## src/rtl/riscv_pkg.sv

```systemverilog
// Shared RV32I core definitions: fetch FSM states,
// instruction size constants and PC helpers.
package riscv_pkg;

  typedef enum logic [1:0] {
    S_REQ   = 2'd0,
    S_WAIT  = 2'd1,
    S_HOLD  = 2'd2,
    S_DRAIN = 2'd3
  } fetch_state_e;

  localparam int          INSTR_BYTES      = 4;
  localparam logic [1:0]  OPCODE_LSB_RV32  = 2'b11;
  localparam logic [31:0] RESET_PC_DEFAULT = 32'h0000_0000;

  function automatic logic [31:0] pc_next(
    input logic [31:0] pc
  );
    return pc + 32'(INSTR_BYTES);
  endfunction

  function automatic logic [31:0] pc_align(
    input logic [31:0] pc
  );
    return {pc[31:2], 2'b00};
  endfunction

endpackage

```

## src/rtl/instr_fetch.sv

```systemverilog
// instr_fetch: RV32I fetch stage. Owns the PC, issues one
// word-aligned imem read at a time and hands the word to decode.
// Ports:
//   clk, rst_n          clock, async active-low reset
//   imem_req_valid/ready, imem_addr   request channel
//   imem_rsp_valid/data               response (valid only)
//   instr_valid/ready, instr, instr_pc, instr_illegal  to decode
//   redirect_valid, redirect_pc       PC load from execute
// Option: define FETCH_ILLEGAL_CHECK_EN to flag words whose
// low two bits are not 2'b11; otherwise instr_illegal is 0.
module instr_fetch
  import riscv_pkg::*;
#(
  parameter logic [31:0] RESET_PC = RESET_PC_DEFAULT
) (
  input  logic        clk,
  input  logic        rst_n,
  output logic        imem_req_valid,
  input  logic        imem_req_ready,
  output logic [31:0] imem_addr,
  input  logic        imem_rsp_valid,
  input  logic [31:0] imem_rsp_data,
  output logic        instr_valid,
  input  logic        instr_ready,
  output logic [31:0] instr,
  output logic [31:0] instr_pc,
  output logic        instr_illegal,
  input  logic        redirect_valid,
  input  logic [31:0] redirect_pc
);

  fetch_state_e state_q, state_d;
  logic [31:0]  pc_q, pc_d;
  logic [31:0]  instr_q, instr_d;
  logic [31:0]  ipc_q, ipc_d;
  logic         req_valid_q, req_valid_d;
  logic         ivalid_q, ivalid_d;
  logic         fire;
  logic         capture;

  // req_valid_q is only ever high in S_REQ
  assign fire = req_valid_q & imem_req_ready;

  always_comb begin
    state_d = state_q;
    pc_d    = pc_q;
    instr_d = instr_q;
    ipc_d   = ipc_q;
    capture = 1'b0;
    unique case (state_q)
      S_REQ: begin
        if (redirect_valid) begin
          pc_d = pc_align(redirect_pc);
          // an accepted request still owes a response
          state_d = fire ? S_DRAIN : S_REQ;
        end else if (fire) begin
          state_d = S_WAIT;
        end
      end
      S_WAIT: begin
        if (redirect_valid) begin
          pc_d    = pc_align(redirect_pc);
          state_d = imem_rsp_valid ? S_REQ : S_DRAIN;
        end else if (imem_rsp_valid) begin
          capture = 1'b1;
          instr_d = imem_rsp_data;
          ipc_d   = pc_q;
          pc_d    = pc_next(pc_q);
          state_d = S_HOLD;
        end
      end
      S_HOLD: begin
        if (redirect_valid) begin
          pc_d    = pc_align(redirect_pc);
          state_d = S_REQ;
        end else if (instr_ready) begin
          state_d = S_REQ;
        end
      end
      S_DRAIN: begin
        if (redirect_valid) begin
          pc_d = pc_align(redirect_pc);
        end
        if (imem_rsp_valid) begin
          state_d = S_REQ;
        end
      end
      default: state_d = S_REQ;
    endcase
    req_valid_d = (state_d == S_REQ);
    ivalid_d    = (state_d == S_HOLD);
  end

  always_ff @(posedge clk or negedge rst_n) begin
    if (!rst_n) begin
      state_q     <= S_REQ;
      pc_q        <= RESET_PC;
      instr_q     <= '0;
      ipc_q       <= '0;
      req_valid_q <= 1'b0;
      ivalid_q    <= 1'b0;
    end else begin
      state_q     <= state_d;
      pc_q        <= pc_d;
      instr_q     <= instr_d;
      ipc_q       <= ipc_d;
      req_valid_q <= req_valid_d;
      ivalid_q    <= ivalid_d;
    end
  end

`ifdef FETCH_ILLEGAL_CHECK_EN
  logic ill_q, ill_d;

  always_comb begin
    ill_d = ill_q;
    if (capture) begin
      ill_d = (imem_rsp_data[1:0] != OPCODE_LSB_RV32);
    end
  end

  always_ff @(posedge clk or negedge rst_n) begin
    if (!rst_n) begin
      ill_q <= 1'b0;
    end else begin
      ill_q <= ill_d;
    end
  end

  assign instr_illegal = ill_q;
`else
  assign instr_illegal = 1'b0;
`endif

  assign imem_req_valid = req_valid_q;
  assign imem_addr      = pc_q;
  assign instr_valid    = ivalid_q;
  assign instr          = instr_q;
  assign instr_pc       = ipc_q;

endmodule

```

## config.mk

```make
export PLATFORM = sky130hd
export DESIGN_NAME = instr_fetch
export DESIGN_NICKNAME = d
export VERILOG_FILES = /design/src/rtl/riscv_pkg.sv /design/src/rtl/instr_fetch.sv
export SDC_FILE = /design/constraint.sdc
export NUM_CORES = 1
export LEC_CHECK = 0
export CAP_MARGIN = 10
export CORE_MARGIN = 2
export CORE_UTILIZATION = 44
export CTS_CLUSTER_DIAMETER = 40
export DETAILED_ROUTE_END_ITERATION = 10
export HOLD_SLACK_MARGIN = 0.08
export PLACE_DENSITY = 0.8
export REMOVE_ABC_BUFFERS = 1
export SLEW_MARGIN = 10
export SYNTH_ARGS = -nofsm -noshare
export SYNTH_HDL_FRONTEND = slang
export SYNTH_SLANG_ARGS = --single-unit
export TNS_END_PERCENT = 30
```

## constraint.sdc

```tcl
create_clock -name clk -period 2 [get_ports clk]
set_input_delay 0.4 -clock clk [delete_from_list [all_inputs] [get_ports clk]]
set_output_delay 0.4 -clock clk [all_outputs]
set_load 0.03 [all_outputs]
```

-- Yosys cells after proc, flatten, opt, wreduce, memory -nomap -nowiden
Cells that the tools add are included.
- flip-flop bits (word level): 100
- input bits: 70
- output and inout bits: 99
- word-level logic and storage cells: 34
- add/subtract/negate cells: 1
- eq/ne operators: 6
- multiplexer cells: 14
- bitwise logic cells: 2
- reduce and logical (&&, ||, !) cells: 5
- operators by type and width (kind ; number):
    32-bit two-way mux ; 3
    32-bit case mux with 2 select lines ; 1
    32-bit by 3-bit adder with 32-bit output (second input constant) ; 1
    2-bit two-way mux ; 9
    2-bit case mux with 4 select lines ; 1
    2-bit == test (second input constant) ; 3
    2-bit zero test ; 2
    3-bit inequality test (second input constant) ; 1
    3-bit AND reduction ; 1
    3-bit OR reduction ; 1
    2-bit by 1-bit == test with 1-bit output (second input constant) ; 1
    2-bit by 1-bit inequality test with 1-bit output (second input constant) ; 1
    2-bit AND reduction ; 1
    1-bit bitwise AND ; 1
    1-bit inverter ; 1

-- Depth between registers and ports, before layout
- depth after elaboration: 5
- mapped depth: 6
- mapped depth without buffers: 5

-- Least setup slack after synthesis
No wires, ideal clock.
- kind: reg-to-reg
- start point: register pc_q[2], in the netlist imem_addr[2]
- end point: register pc_q[22], in the netlist imem_addr[22]
- setup time: 0.082 ns
- data arrival time: 1.947 ns
- required time: 1.918 ns
- slack: -0.029 ns
- cell stages (with the launch flop): 7
- path buffers: 1
- cell sequence: dfrtp_1 -> ha_1 -> and3_1 -> buf_2 -> nand4_2 -> or4_1 -> a31oi_1
- longest elaborated chain between the ends: 4
- RTL lines (element ; RTL line ; source):
    from (decl) ; instr_fetch.sv:33 ; logic [31:0] pc_q, pc_d;
    from (signal assigned) ; instr_fetch.sv:104 ; pc_q <= pc_d;
    32-bit by 3-bit adder with 32-bit output ; riscv_pkg.sv:19 ; return pc + 32'(INSTR_BYTES);
    32-bit two-way mux ; instr_fetch.sv:64 ; end else if (imem_rsp_valid) begin
    32-bit two-way mux ; instr_fetch.sv:61 ; if (redirect_valid) begin
    32-bit case mux with 2 select lines ; instr_fetch.sv:50 ; unique case (state_q)
No other way between the ends. The select of a mux whose other input is x is not followed.
A chain may end at the register's enable or synchronous reset.

-- Worst setup path in the final report
- start point: register pc_q[7], in the netlist imem_addr[7]
- end point: output port imem_addr[7]
- RTL lines (element ; RTL line ; source):
    to (decl) ; instr_fetch.sv:20 ; output logic [31:0] imem_addr,
No word-level cell between the ends.

==> impl_metrics.toml <==
[run_status]
outcome = "complete, no violations"

[worst_setup_path]
cp_slowest_cell = "clkdlybuf4s50_1"
critPathLaunchType = "flop"
path_cells = "buf_4 > clkdlybuf4s50_1"
crit_path_end_kind = "primary output"
critPathMaxStageDelay_ns = 0.68
cp.required_ns = 1.60
crit_arrival_ns = 1.56
crit_fanout = 7
path_class = "reg2out"

[sta]
finalCriticalPeriod_ns = 1.96
worst_slew_pin_slew_ns = 0.514
max-slew-margin-rel = 0.657
skew_ns = 0.00966
holdWs_ns = 0.509
max_freq_ghz = 0.511
slew_viol_final = 0
setup_viol = 0
hold_viol_final = 0
final.period_utilization = 0.978

[global_route]
grt_max_degree = 40
met2_usage = 0.367
antenna_found_initial = 0
grt.total_usage = 0.218
grt_pass1_vias = 3811
grtUsageMet3 = 0.0558
grt_pass1_wl_mm = 19.2
grt_overflow_total = 0
busiest_layer = "met2"
met1_usage = 0.283

[finish]
insertedDiodeCount = 0
instances_no_fill = 707
fin_util = 0.684
nets = 641
drive_above_1_share = 0.225
area_delta_synth_final_pct = 50.9

[clocking]
cts_tree = "done"
cts_root_buf = "clkbuf_8"
clk_path_buf_depth = 2
cts_sinks = 96
cts_buffers = 9
h-tree-depth = 3
clk_pin_slew_ns = 0.09
worstSkewPairLatency_ns = 0.36

[placed_design]
gp_congestion = 0.889
io_buffers = 161
dp_hpwl_mm = 8.65
dp.cells = 690

[die]
start_util = 0.453
ios = 169
die_y_um = 104
num_rows = 36
die-width_um = 104
core-area_um2 = 9770
die_area_um2 = 10900

[synth]
synth_edf_count = 0
synth_top_area_frac = 0.542
synth_compound_area_frac = 0.0963
synth.avg_cell_area_um2 = 11.7
synth_warnings = 0
synthXorXnorAreaFrac = 0.00989
synthesis.area_um2 = 4430
synthMuxAreaShare = 0.160
synth_top_family_by_area = "multiplexers"
synth-adder-area-share = 0.00282
syn_inst = 378
synthTopCellsByArea = "dfrtp_1, mux2_2, nor2_1, nand2_1, nand3_1"
synth-seq-cells = 96
synth.largest_area_cell = "dfrtp_1"
synth-simple-area-share = 0.147
yosysMostFrequentCell = "dfrtp_1"
ys.flop_type = "dfrtp_1"
synth.distinct_cells = 53
yosysSeqAreaShare = 0.542
ys_top_cells_by_count = "dfrtp_1, mux2_2, nor2_1"
async_reset_ff_frac = 1.00

[detailed_routing]
wl_per_cell_um = 16.8
drtAntennaViolNets = 0
first_pass_iters = 4
drc = 0
drt-total-wl_mm = 11.9
vias = 3778
vias_per_cell = 5.34
dr.first_iter.drc_count = 144

[power]
ir_drop_v = 0.000861
p_leak_nw = 2.83
power_density_nw_per_um2 = 1310

[run]
cap_viol_max_count = 0

[min_path]
hold_class = "reg2reg"
==> through the flow <==
stage | setup slack, ns | instance area, um^2 | total power [W] | setup TNS (ns)
2_1_floorplan | -1.06 | 4300 | 0.00549 | -65.75
3_3_place_gp | -0.263 | 6440 | 0.00742 | -9.73
3_5_place_dp | -0.323 | 6440 | 0.00754 | -12.01
4_1_cts | 0.00444 | 6640 | 0.00880 | 0
5_1_grt | -0.00562 | 6680 | 0.00915 | -0.00562
6_report | 0.0434 | 6680 | 0.00873 | 0
==> layout by cell type (no fill, tap or decap), types with 2 or more instances in the layout <==
cell / instances
a211o_1: 3
a211oi_1: 3
a21oi_1: 7
a221oi_1: 2
a311o_1: 2
a311oi_1: 5
a31oi_1: 10
a41oi_1: 3
and3_1: 6
and4_1: 3
buf_12: 4
buf_4: 40
clkbuf_8: 10
clkdlybuf4s50_1: 149
clkinv_2: 3
conb_1: 5
dfrtp_1: 96
dlymetal6s2s_1: 10
inv_1: 8
mux2_2: 62
nand2_1: 22
nand3_1: 13
nand4_1: 7
nand4_4: 2
nor2_1: 26
nor2b_1: 3
nor3_1: 3
nor4_1: 4
nor4_2: 2
o211ai_1: 3
o21ai_0: 13
o31ai_1: 6
or3_1: 5
or4_1: 7
xnor2_1: 4
==> cell families after synthesis <==
group	count (synthesis)
AND/OR/NAND/NOR	114
adder cells (fa/ha/maj)	1
AO/OA/AOI/OAI	62
flip-flops	96
other	1
multiplexers	63
buffers and inverters	36
XOR/XNOR	5
==> repair_timing <==
action,in CTS,in global routing
hold endpoints to repair,35,0
buffers inserted,0,1
gates resized for setup,1,12
hold buffers,1,0
endpoints found under the setup margin,1,15
cloned,0,0
pin swaps,0,1
==> path summary, 6_finish.rpt <==
path / start / endpoint / depth (start not counted) / slack [ns]
setup / recovery: imem_addr[7] / imem_addr[7] / 2 / 0.04
hold / removal: instr[22] / instr[22] / 1 / 0.51
setup reg to reg: state_q[1] / imem_addr[27] / 4 / 0.05
hold reg to reg: instr[22] / instr[22] / 1 / 0.51
max in group asynchronous: rst_n / instr[24] / 3 / 0.85
min in group asynchronous: rst_n / imem_addr[26] / 2 / 0.57
==> final cells by class <==
class	count	area, um^2
clock buffers	11	141
clock inverters	4	45.0
fillers	735	3090
inverters	8	30.0
multi-input cells	250	1880
flip-flops and latches	96	2400
well taps	133	166
repair buffers	205	2020
==> power by group <==
part / switching, W / total, W / internal, W
registers: 0.000434 / 0.00310 / 0.00266
clock network: 0.000646 / 0.00125 / 0.000600
logic: 0.00234 / 0.00439 / 0.00204
total: 0.00342 / 0.00873 / 0.00531
==> metal layers <==
metal | wire length, um | vias to the layer above | share of wire
li1 | - | 1764 | -
met1 | 5050 | 1871 | 0.43
met2 | 5920 | 131 | 0.50
met3 | 745 | 12 | 0.063
met4 | 151 | 0 | 0.013
met5 | 0 | - | 0
==> critical path, delay by kind of cell (launching register included) <==
family                 cells  cell delay [ns]
buffers and inverters      2             0.83
DFF                        1             0.36
==> state kept, by name (all words and copies together) (netlist names) <==
| register | cells |
|---|---|
| imem_req_valid | 1 |
| instr | 32 |
| instr_valid | 1 |
| state_q | 2 |
| instr_pc | 30 |
| imem_addr | 30 |
Power figures use the tool's default switching activity.
